File: config.mk
export PLATFORM = sky130hd
export DESIGN_NAME = tribus_rx
export DESIGN_NICKNAME = d
export VERILOG_FILES = /design/src/rtl/tribus_rx.sv
export SDC_FILE = /design/constraint.sdc
export NUM_CORES = 1
export LEC_CHECK = 0
export BUFFER_PORTS_ARGS = -buffer_cell sky130_fd_sc_hd__buf_2
export CAP_MARGIN = 20
export CORE_MARGIN = 5
export CORE_UTILIZATION = 60
export DETAILED_ROUTE_END_ITERATION = 12
export PLACE_DENSITY_LB_ADDON = 0.12
export SYNTH_ARGS = -nofsm -noshare
export SYNTH_HDL_FRONTEND = slang
export SYNTH_SLANG_ARGS = --single-unit
File: constraint.sdc
create_clock -name CLK -period 8.2 [get_ports CLK]
set_input_delay 1.23 -clock CLK [delete_from_list [all_inputs] [get_ports CLK]]
set_output_delay 1.23 -clock CLK [all_outputs]
set_load 0.1 [all_outputs]
File: src/rtl/tribus_rx.sv
// tribus_rx: receive-side endpoint for a shared tri-state bus.
//
// Each strobed cycle is classified from the driver enable copies:
// exactly one enable is a clean transfer, no enable leaves the bus
// floating, and more than one is contention. Clean words, tagged with
// the index of the driving source, go into a first-word fall-through
// FIFO behind a valid/ready handshake. The block also keeps the last
// clean word (bus keeper) and sticky error flags.
//
// Ports:
//   CLK, RST             clock, asynchronous active-high reset
//   BUS[WIDTH]           resolved bus value (already synchronous to CLK)
//   DRV_EN[NDRV]         driver enable copies, bit k = driver k driving
//   STB                  transfer strobe
//   Q, QSRC, QVALID      FIFO head data, head source index, head valid
//   QREADY               consumer accepts the head
//   LEVEL[LW]            FIFO occupancy, 0..DEPTH
//   KEEP[WIDTH]          last cleanly received word
//   ERR_FLOAT/CONT/OVF   sticky error flags
//   ERR_CLR              clears all sticky flags
module tribus_rx #(
    parameter int WIDTH = 8,
    parameter int NDRV  = 4,
    parameter int DEPTH = 4,
    localparam int SW   = $clog2(NDRV),
    localparam int LW   = $clog2(DEPTH) + 1
) (
    input  logic             CLK,
    input  logic             RST,
    input  logic [WIDTH-1:0] BUS,
    input  logic [NDRV-1:0]  DRV_EN,
    input  logic             STB,
    output logic [WIDTH-1:0] Q,
    output logic [SW-1:0]    QSRC,
    output logic             QVALID,
    input  logic             QREADY,
    output logic [LW-1:0]    LEVEL,
    output logic [WIDTH-1:0] KEEP,
    output logic             ERR_FLOAT,
    output logic             ERR_CONT,
    output logic             ERR_OVF,
    input  logic             ERR_CLR
);

    localparam int AW = $clog2(DEPTH);
    localparam int PW = AW + 1;

    // Number of active drivers; SW+1 bits always hold values up to NDRV.
    function automatic logic [SW:0] drv_count(input logic [NDRV-1:0] en);
        logic [SW:0] cnt;
        cnt = {(SW+1){1'b0}};
        for (int k = 0; k < NDRV; k++) begin
            cnt = cnt + {{SW{1'b0}}, en[k]};
        end
        return cnt;
    endfunction

    // Index of a set enable bit; only meaningful when exactly one bit is set.
    function automatic logic [SW-1:0] drv_index(input logic [NDRV-1:0] en);
        logic [SW-1:0] idx;
        idx = {SW{1'b0}};
        for (int k = 0; k < NDRV; k++) begin
            if (en[k]) begin
                idx = SW'(k);
            end
        end
        return idx;
    endfunction

    logic [WIDTH-1:0] data_mem_r [DEPTH];
    logic [SW-1:0]    src_mem_r  [DEPTH];
    logic [PW-1:0]    wr_ptr_r;
    logic [PW-1:0]    rd_ptr_r;
    logic [LW-1:0]    level_r;
    logic             qvalid_r;
    logic [WIDTH-1:0] keep_r;
    logic             err_float_r;
    logic             err_cont_r;
    logic             err_ovf_r;

    logic [SW:0]      cnt_s;
    logic [SW-1:0]    idx_s;
    logic             clean_s;
    logic             float_s;
    logic             cont_s;
    logic             full_s;
    logic             empty_s;
    logic             pop_s;
    logic             push_s;
    logic             ovf_s;
    logic [LW-1:0]    level_nxt_s;

    // Classify the current strobe from the enable popcount.
    always_comb begin
        cnt_s   = drv_count(DRV_EN);
        idx_s   = drv_index(DRV_EN);
        clean_s = 1'b0;
        float_s = 1'b0;
        cont_s  = 1'b0;
        if (STB) begin
            if (cnt_s == {{SW{1'b0}}, 1'b1}) begin
                clean_s = 1'b1;
            end else if (cnt_s == {(SW+1){1'b0}}) begin
                float_s = 1'b1;
            end else begin
                cont_s = 1'b1;
            end
        end else begin
            clean_s = 1'b0;
            float_s = 1'b0;
            cont_s  = 1'b0;
        end
    end

    // Full: same slot, different lap. A pop in the same cycle frees the
    // slot for the push, so a full FIFO with a pop never overflows.
    assign empty_s = (wr_ptr_r == rd_ptr_r);
    assign full_s  = (wr_ptr_r[AW-1:0] == rd_ptr_r[AW-1:0]) &&
                     (wr_ptr_r[AW] != rd_ptr_r[AW]);
    assign pop_s   = !empty_s && QREADY;
    assign push_s  = clean_s && (!full_s || pop_s);
    assign ovf_s   = clean_s && full_s && !pop_s;

    // Next occupancy from the push/pop pair.
    always_comb begin
        level_nxt_s = level_r;
        case ({push_s, pop_s})
            2'b10:   level_nxt_s = level_r + {{(LW-1){1'b0}}, 1'b1};
            2'b01:   level_nxt_s = level_r - {{(LW-1){1'b0}}, 1'b1};
            default: level_nxt_s = level_r;
        endcase
    end

    // FIFO pointers, occupancy and head-valid registers.
    always_ff @(posedge CLK or posedge RST) begin
        if (RST) begin
            wr_ptr_r <= {PW{1'b0}};
            rd_ptr_r <= {PW{1'b0}};
            level_r  <= {LW{1'b0}};
            qvalid_r <= 1'b0;
        end else begin
            if (push_s) begin
                wr_ptr_r <= wr_ptr_r + {{AW{1'b0}}, 1'b1};
            end
            if (pop_s) begin
                rd_ptr_r <= rd_ptr_r + {{AW{1'b0}}, 1'b1};
            end
            level_r  <= level_nxt_s;
            qvalid_r <= (level_nxt_s != {LW{1'b0}});
        end
    end

    // FIFO storage; cleared on reset so the head reads back as zero.
    always_ff @(posedge CLK or posedge RST) begin
        if (RST) begin
            for (int i = 0; i < DEPTH; i++) begin
                data_mem_r[i] <= {WIDTH{1'b0}};
                src_mem_r[i]  <= {SW{1'b0}};
            end
        end else begin
            if (push_s) begin
                data_mem_r[wr_ptr_r[AW-1:0]] <= BUS;
                src_mem_r[wr_ptr_r[AW-1:0]]  <= idx_s;
            end
        end
    end

    // Bus keeper and sticky flags; a new error wins over a same-cycle clear.
    always_ff @(posedge CLK or posedge RST) begin
        if (RST) begin
            keep_r      <= {WIDTH{1'b0}};
            err_float_r <= 1'b0;
            err_cont_r  <= 1'b0;
            err_ovf_r   <= 1'b0;
        end else begin
            if (clean_s) begin
                keep_r <= BUS;
            end
            err_float_r <= float_s | (err_float_r & ~ERR_CLR);
            err_cont_r  <= cont_s  | (err_cont_r  & ~ERR_CLR);
            err_ovf_r   <= ovf_s   | (err_ovf_r   & ~ERR_CLR);
        end
    end

    // Head is read straight from storage, so it is stable while stalled.
    assign Q         = data_mem_r[rd_ptr_r[AW-1:0]];
    assign QSRC      = src_mem_r[rd_ptr_r[AW-1:0]];
    assign QVALID    = qvalid_r;
    assign LEVEL     = level_r;
    assign KEEP      = keep_r;
    assign ERR_FLOAT = err_float_r;
    assign ERR_CONT  = err_cont_r;
    assign ERR_OVF   = err_ovf_r;

endmodule

==> results of run 1 <==
[critical path: cells and delay by family]
family                   cells  cell delay, ns
AND/OR/NAND/NOR              4            1.39
multiplexers                 1            0.28
buffers and inverters        3            0.15
adder cells (fa/ha/maj)      5            1.73
[cell families after synthesis]
family	Yosys count	synth area share, %
AO/OA/AOI/OAI	7	1.47
XOR/XNOR	9	2.81
adder cells (fa/ha/maj)	10	5.00
buffers and inverters	17	2.99
flip-flops	61	54.4
multiplexers	61	28.5
AND/OR/NAND/NOR	18	4.78
[flip-flops by register name, indices dropped and copies added, names as in the netlist, 3 cells and up]
signal and count:
rd_ptr_r 3, LEVEL 3, wr_ptr_r 3, KEEP 8
data_mem_r 32, src_mem_r 8
[synthesized netlist by cell type]
cell type  instances
dfrtp_1           61
mux2_2            51
inv_1             12
mux4_2            10
ha_1               8
xnor2_1            7
nand2_1            5
o21ai_0            4
nand3_2            3
buf_2              2
fa_1               2
nor2_1             2
o22ai_1            2
xor2_1             2
and2_1             1
and3_1             1
buf_6              1
clkbuf_1           1
clkbuf_8           1
nand3_1            1
nand3_4            1
nand4_1            1
nand4b_4           1
o311ai_0           1
or2_2              1
or3_1              1
[worst min path at each step]
| stage | slack [ns] | endpoint |
|---|---|---|
| after global routing | 0.51 | data_mem_r[18]$_DFFE_PP0P_ |
| after CTS | 0.49 | LEVEL[2]$_DFF_PP0_ |
| after detailed placement | 0.47 | LEVEL[2]$_DFF_PP0_ |
| after global placement | 0.47 | LEVEL[2]$_DFF_PP0_ |
| after floorplan | 0.47 | data_mem_r[10]$_DFFE_PP0P_ |
| final | 0.50 | LEVEL[2]$_DFF_PP0_ |
[layer usage]
layer	vias to the layer above	track usage (%)	share of wire, %
met2	33	32.6	53
met4	0	10.7	2.0
met3	11	4.46	4.4
met5	-	0	0
met1	829	22.5	41
li1	758	-	-
[per-stage QoR]
stage          setup WS, ns  hold WS [ns]
4_1_cts                3.59         0.492
2_1_floorplan          3.84         0.474
5_1_grt                3.36         0.511
3_3_place_gp           3.37         0.465
3_5_place_dp           3.24         0.472
6_report               3.62         0.496
[cell type report]
| cell class | count | area [um^2] |
|---|---|---|
| clock inverter | 5 | 27.5 |
| multi-input combinational | 105 | 1190 |
| timing repair buffer | 42 | 213 |
| tap | 52 | 65.1 |
| sequential | 61 | 1530 |
| fill | 310 | 1240 |
| clock buffer | 11 | 131 |
| inverter | 12 | 45.0 |
[placed cells by master (no fill, tap or decap), types with 5 or more instances in the layout]
master,n
dfrtp_1,61
mux2_2,51
buf_2,41
inv_1,11
mux4_2,10
clkbuf_8,9
ha_1,8
xnor2_1,7
nand2_1,5
==> results.yml, run 1 <==
setup_path:
  crit_path_start_kind: "input pin"
  cp_slowest_cell: "and3_1"
  crit_chain: "buf_2, inv_1, fa_1, inv_1, ha_1, ha_1, nor2_1, and3_1, nand2_1, ha_1, fa_1, mux2_2, or3_1"
  crit_type: "input pin to flip-flop"
  worstReg2RegEnd: "QVALID$_DFF_PP0_"
  endpoint: "QVALID$_DFF_PP0_"
  cp.required_ns: 8.41
  cpMostUsedCell: "ha_1"
  worstSetupEndpointType: "flip-flop"
  r2r_slack_ns: 4.99
  cpPeakStageDelay_ns: 0.65
  cp_max_fo: 13
  arrival_ns: 4.79
  r2r_cells: 8
  startpoint: "DRV_EN[0]"
  crit-reg2reg-launch: "rd_ptr_r[0]$_DFFE_PP0P_"
cts:
  clkSinkCount: 61
  cts_setup_buffers: 0
  cts_tree: "yes"
  clockBufferDepth: 2
  root_buffer: "clkbuf_8"
  htreeDepth: 3
  holdBufCountCts: 0
  clk_latency_ns: 0.33
  path_clk_slew_ns: 0.06
  numCtsBuffers: 9
  ctsResizeCount: 0
drt:
  wire_per_inst_um: 18.1
  vias_per_cell: 5.66
  drtIter0Drc: 70
  ant_nets: 0
  drc: 0
  via_count: 1631
  drt_wl_total_um: 5220
  drt_pass1_iterations: 4
global_route:
  grt_use_total_pct: 19.2
  grt_overflow: 0
  grt_pass1_vias: 1839
  grt_pass1_wl_um: 8780
  grt_max_degree: 62
  antenna_found_initial: 0
floorplan:
  io_pins: 42
  start_util_pct: 63.1
  die_h_um: 78.4
  core-area_um2: 4440
  row_count: 24
  die_w_um: 78.4
  dieArea_um2: 6140
synthesis:
  synth_top_area_share_pct: 54.4
  seq_area_frac_synth_pct: 54.4
  synth_top_area_cell: "dfrtp_1"
  ys_ff_latch: 61
  synth_area_leaders: "dfrtp_1, mux2_2, mux4_2, ha_1, xnor2_1"
  synth.avg_cell_area_um2: 15.3
  synth_area_um2: 2800
  synth_cell_types: 26
  yosysWarnings: 0
  syn-instance-count: 183
  syn-num-nets: 210
timing:
  timing.fmax_mhz: 218
  period_share_pct: 55.9
  finClkSkew_ns: 0.00487
  relSlewSlack_pct: 44.2
  rsz0062_at_grt: "false"
  worst_pin_slew_ns: 0.837
  finalMaxSlewViolations: 0
  tns_ns: 0
  setup_violations: 0
  final.min_clock_period_ns: 4.58
  hold_viol_final: 0
placed_design:
  dp.final_hpwl_um: 3650
  gp_congestion: 0.730
  port_buffers: 41
  postPlaceCellArea_um2: 3040
  dp_cells: 272
min_path:
  min_path_type: "flip-flop to flip-flop"
  hold-path-cell-count: 1
  hp-start: "LEVEL[2]$_DFF_PP0_"
job:
  cap_violations: 0
finish:
  fin_nets: 258
  final_cell_area_um2: 3200
  antenna_cells: 0
  layout.cells.non_filler: 288
  drive_gt1_share_pct: 52.5
  synthToLayoutAreaGrowth_pct: 14.2
  fin_util_pct: 72.0
status:
  outcome: "complete, no violations"
Power of run 1 is left out: the tool's default activity adds up to more than one toggle a clock period on the data nets, which glitch-free logic cannot reach.
==> run 2: changes to the inputs <==
- CORE_UTILIZATION: 60 -> 56
- clock period: 8.2 -> 4.5 ns (I/O delays scaled with it)
==> results.yml, run 2 (synthesized netlist as in run 1, its figures left out) <==
status:
  outcome: "complete, no violations"
timing:
  hold_viol_final: 0
  tns_ns: 0
  timing.fmax_mhz: 282
  finalMaxSlewViolations: 0
  rsz0062_at_grt: "false"
  final.min_clock_period_ns: 3.54
  fin_ws_ns: 0.959
  relSlewSlack_pct: 49.3
  period_share_pct: 78.7
  worst_pin_slew_ns: 0.760
  finClkSkew_ns: 0.00902
  setup_violations: 0
global_route:
  grt_pass1_vias: 1920
  grt_max_degree: 62
  grt_overflow: 0
  grt_use_total_pct: 19.4
  grt_pass1_wl_um: 9430
  antenna_found_initial: 0
drt:
  drt_pass1_iterations: 4
  ant_nets: 0
  drtIter0Drc: 97
  drt_wl_total_um: 5530
  wire_per_inst_um: 18.1
  drc: 0
  via_count: 1675
  vias_per_cell: 5.49
setup_path:
  crit_chain: "buf_2, inv_1, fa_1, inv_1, ha_1, ha_1, nor2_1, and3_1, nand2_1, ha_1, fa_1, xnor2_1, nor2_1, xor2_1, or3_1"
  cp_max_fo: 3
  cpPeakStageDelay_ns: 0.53
  cp_slowest_cell: "fa_1"
  crit_type: "input pin to flip-flop"
  worstSetupEndpointType: "flip-flop"
  arrival_ns: 3.73
  cpMostUsedCell: "ha_1"
  cp.required_ns: 4.69
  crit_path_start_kind: "input pin"
floorplan:
  dieArea_um2: 6520
  die_w_um: 80.8
  die_h_um: 80.8
  core-area_um2: 4790
  row_count: 25
  io_pins: 42
  start_util_pct: 58.6
cts:
  root_buffer: "clkbuf_8"
  cts_tree: "yes"
  numCtsBuffers: 9
  clkSinkCount: 61
  clk_latency_ns: 0.32
  cts_setup_buffers: 0
  ctsResizeCount: 0
  holdBufCountCts: 0
  clockBufferDepth: 2
  htreeDepth: 3
  path_clk_slew_ns: 0.06
placed_design:
  port_buffers: 41
  dp.final_hpwl_um: 3950
  place_ws_ns: 0.630
  gp_congestion: 0.755
finish:
  antenna_cells: 0
  drive_gt1_share_pct: 53.8
  synthToLayoutAreaGrowth_pct: 19.4
  largest_register_ffs: 32
  mostFrequentLayoutCell: "dfrtp_1"
  layout_common_cells: "dfrtp_1, mux2_2, buf_2"
  top_register: "data_mem_r"
  fill_cells: 357
  fin_nets: 260
min_path:
  min_path_type: "flip-flop to flip-flop"
job:
  cap_violations: 0
## run 2: cell types whose count changed in the layout (fill, tap and decap cells not counted), sizes merged
cell	delta
buf	+2
bufinv	+4
clkbuf	-1
clkinv	-2
clkinvlp	-1
## run 2: path summary, 6_finish.rpt
check                                          start                   endpoint  slack [ns]  cells past startpoint
setup / recovery                           DRV_EN[0]           QVALID$_DFF_PP0_        0.96                     15
hold / removal             data_mem_r[7]$_DFFE_PP0P_  data_mem_r[7]$_DFFE_PP0P_        0.50                      1
setup reg to reg             rd_ptr_r[1]$_DFFE_PP0P_           QVALID$_DFF_PP0_        1.36                     10
hold reg to reg            data_mem_r[7]$_DFFE_PP0P_  data_mem_r[7]$_DFFE_PP0P_        0.50                      1
max in group asynchronous                        RST   src_mem_r[5]$_DFFE_PP0P_        3.44                      3
min in group asynchronous                        RST         LEVEL[0]$_DFF_PP0_        0.56                      3
## run 2: final cells by class
cell class | instances | area (um^2) | area share, %
flip-flops and latches | 61 | 1530 | 45.6
multi-input cells | 105 | 1190 | 35.7
repair buffers | 44 | 228 | 6.80
clock buffers | 10 | 138 | 4.11
clock inverters | 6 | 134 | 4.00
well taps | 67 | 83.8 | 2.50
inverters | 12 | 45.0 | 1.35
## run 2: metrics by stage
step / instances / instance area, um^2 / hold slack, ns / utilization, %
after floorplan: 183 / 2800 / 0.474 / -
after global placement: 289 / 3080 / 0.462 / 64.3
after detailed placement: 289 / 3080 / 0.492 / 64.3
after CTS: 305 / 3350 / 0.504 / 70.0
after global routing: 305 / 3350 / 0.508 / 70.0
final: 305 / 3350 / 0.504 / 70.0
## run 2: critical path: cells and delay by family
family / cells / cell delay (ns)
buf+inv: 3 / 0.16
simple gates: 5 / 0.92
xor+xnor: 2 / 0.33
fa+ha+maj: 5 / 1.63
## run 2: layer usage
| layer | vias to the layer above | GRT usage [%] | wire, um |
|---|---|---|---|
| met5 | - | 0 | 0 |
| met4 | 0 | 7.09 | 65 |
| met3 | 5 | 3.66 | 177 |
| met2 | 25 | 35.3 | 3090 |
| met1 | 884 | 22.9 | 2190 |
| li1 | 761 | - | - |
Power of run 2 is left out for the same reason.
==> run 3: changes to the inputs <==
- CORE_UTILIZATION: 56 -> 51
- clock period: 4.5 -> 3.11 ns (I/O delays scaled with it)
==> results.yml, run 3 (synthesized netlist as in run 1, its figures left out) <==
status:
  outcome: "complete, no violations"
drt:
  drtIter0Drc: 30
  ant_nets: 0
  drc: 0
  wire_per_inst_um: 17.4
  drt_pass1_iterations: 4
  highest_layer: "met4"
  vias_per_cell: 5.28
  wl_met1_um: 2210
  wl_met3_um: 278
  via_count: 1685
  met2_length_um: 3000
  drt_wl_total_um: 5570
finish:
  top_register: "data_mem_r"
  fin_nets: 270
  layout_common_cells: "dfrtp_1, mux2_2, buf_2"
  mostFrequentLayoutCell: "dfrtp_1"
  antenna_cells: 0
  largest_register_ffs: 32
  drive_gt1_share_pct: 58.7
  synthToLayoutAreaGrowth_pct: 23.5
cts:
  numCtsBuffers: 9
  cts_tree: "yes"
  holdBufCountCts: 0
  clk_latency_ns: 0.33
  root_buffer: "clkbuf_8"
  clkSinkCount: 61
  htreeDepth: 3
  clockBufferDepth: 2
  path_clk_slew_ns: 0.07
floorplan:
  die_h_um: 84.1
  io_pins: 42
  row_count: 27
  dieArea_um2: 7080
  start_util_pct: 51.6
  core-area_um2: 5440
  die_w_um: 84.1
global_route:
  grt_use_total_pct: 17.5
  grt_pass1_wl_um: 9410
  grt_pass1_vias: 1965
  antenna_found_initial: 0
  grt_overflow: 0
  grt_max_degree: 41
setup_path:
  arrival_ns: 3.20
  worstSetupEndpointType: "flip-flop"
  cp_max_fo: 2
  crit_chain: "buf_4, inv_8, fa_1, inv_1, ha_2, ha_4, nor2_4, and3_4, nand2_8, ha_4, fa_2, xnor2_2, nor2_1, xor2_1, or3_1"
  cp.required_ns: 3.31
  crit_type: "input pin to flip-flop"
  crit_buf_inv: 3
  cpMostUsedCell: "ha_4"
  cpPeakStageDelay_ns: 0.53
  crit_family: "adder cells"
  cp_slowest_cell: "fa_1"
  crit_path_start_kind: "input pin"
placed_design:
  dp.final_hpwl_um: 3980
  port_buffers: 41
  gp_congestion: 0.773
timing:
  tns_ns: 0
  final.min_clock_period_ns: 3.00
  period_share_pct: 96.3
  worst_pin_slew_ns: 0.824
  rsz0062_at_grt: "false"
  setup_violations: 0
  finClkSkew_ns: 0.00560
  hold_viol_final: 0
  timing.fmax_mhz: 334
  finalMaxSlewViolations: 0
  relSlewSlack_pct: 45.0
job:
  cap_violations: 0
min_path:
  min_path_type: "input pin to async pin"
==> run 3: changes by cell type in the layout (fill, tap and decap cells not counted), sizes merged <==
cell / before / now
bufinv: 4 / 3
buf: 44 / 54
==> run 3: metrics by stage <==
stage	hold WS (ns)	util, %	std cells	worst slack (ns)	cell area [um^2]
floorplan	0.474	-	183	-0.265	2890
global placement	0.468	59.3	304	-0.192	3220
detailed placement	0.490	59.3	304	-0.284	3220
CTS	0.309	63.5	319	0.0835	3450
global route	0.343	63.7	319	0.0326	3460
finish	0.297	63.7	319	0.115	3460
==> run 3: layer usage <==
| layer | track usage (%) | up-vias |
|---|---|---|
| li1 | - | 772 |
| met1 | 20.4 | 861 |
| met2 | 29.9 | 43 |
| met3 | 5.20 | 9 |
| met4 | 7.75 | 0 |
| met5 | 0 | - |
==> run 3: area by class of cell <==
class                   instances  area [um^2]
fillers                       431         1980
well taps                      72         90.1
clock inverters                 5          100
clock buffers                  10          128
inverters                      12         52.6
flip-flops and latches         61         1530
repair buffers                 54          305
multi-input cells             105         1260
==> run 3: timing repair <==
| action | in CTS | in global routing |
|---|---|---|
| endpoints found under the setup margin | 0 | 1 |
| setup buffers | 0 | 0 |
| gates resized for setup | 0 | 2 |
==> run 3: worst paths after layout <==
path	slack, ns	cells past startpoint	start	end
max in group asynchronous	2.01	3	RST	rd_ptr_r[2]$_DFFE_PP0P_
min	0.30	2	RST	KEEP[3]$_DFFE_PP0P_
min in group CLK	0.36	2	ERR_CLR	ERR_OVF$_DFF_PP0_
max	0.11	15	DRV_EN[3]	QVALID$_DFF_PP0_
min reg2reg	0.50	1	data_mem_r[7]$_DFFE_PP0P_	data_mem_r[7]$_DFFE_PP0P_
max reg2reg	0.27	10	wr_ptr_r[0]$_DFFE_PP0P_	QVALID$_DFF_PP0_
==> run 3: worst register-to-register path, delay by kind of cell, from the launching register on <==
family | cells | cell delay (ns)
simple gates | 3 | 0.50
fa+ha+maj | 2 | 0.55
xor+xnor | 3 | 0.67
compound gates | 1 | 0.41
flops | 1 | 0.45
buf+inv | 1 | 0.16
Power of run 3 is left out for the same reason.
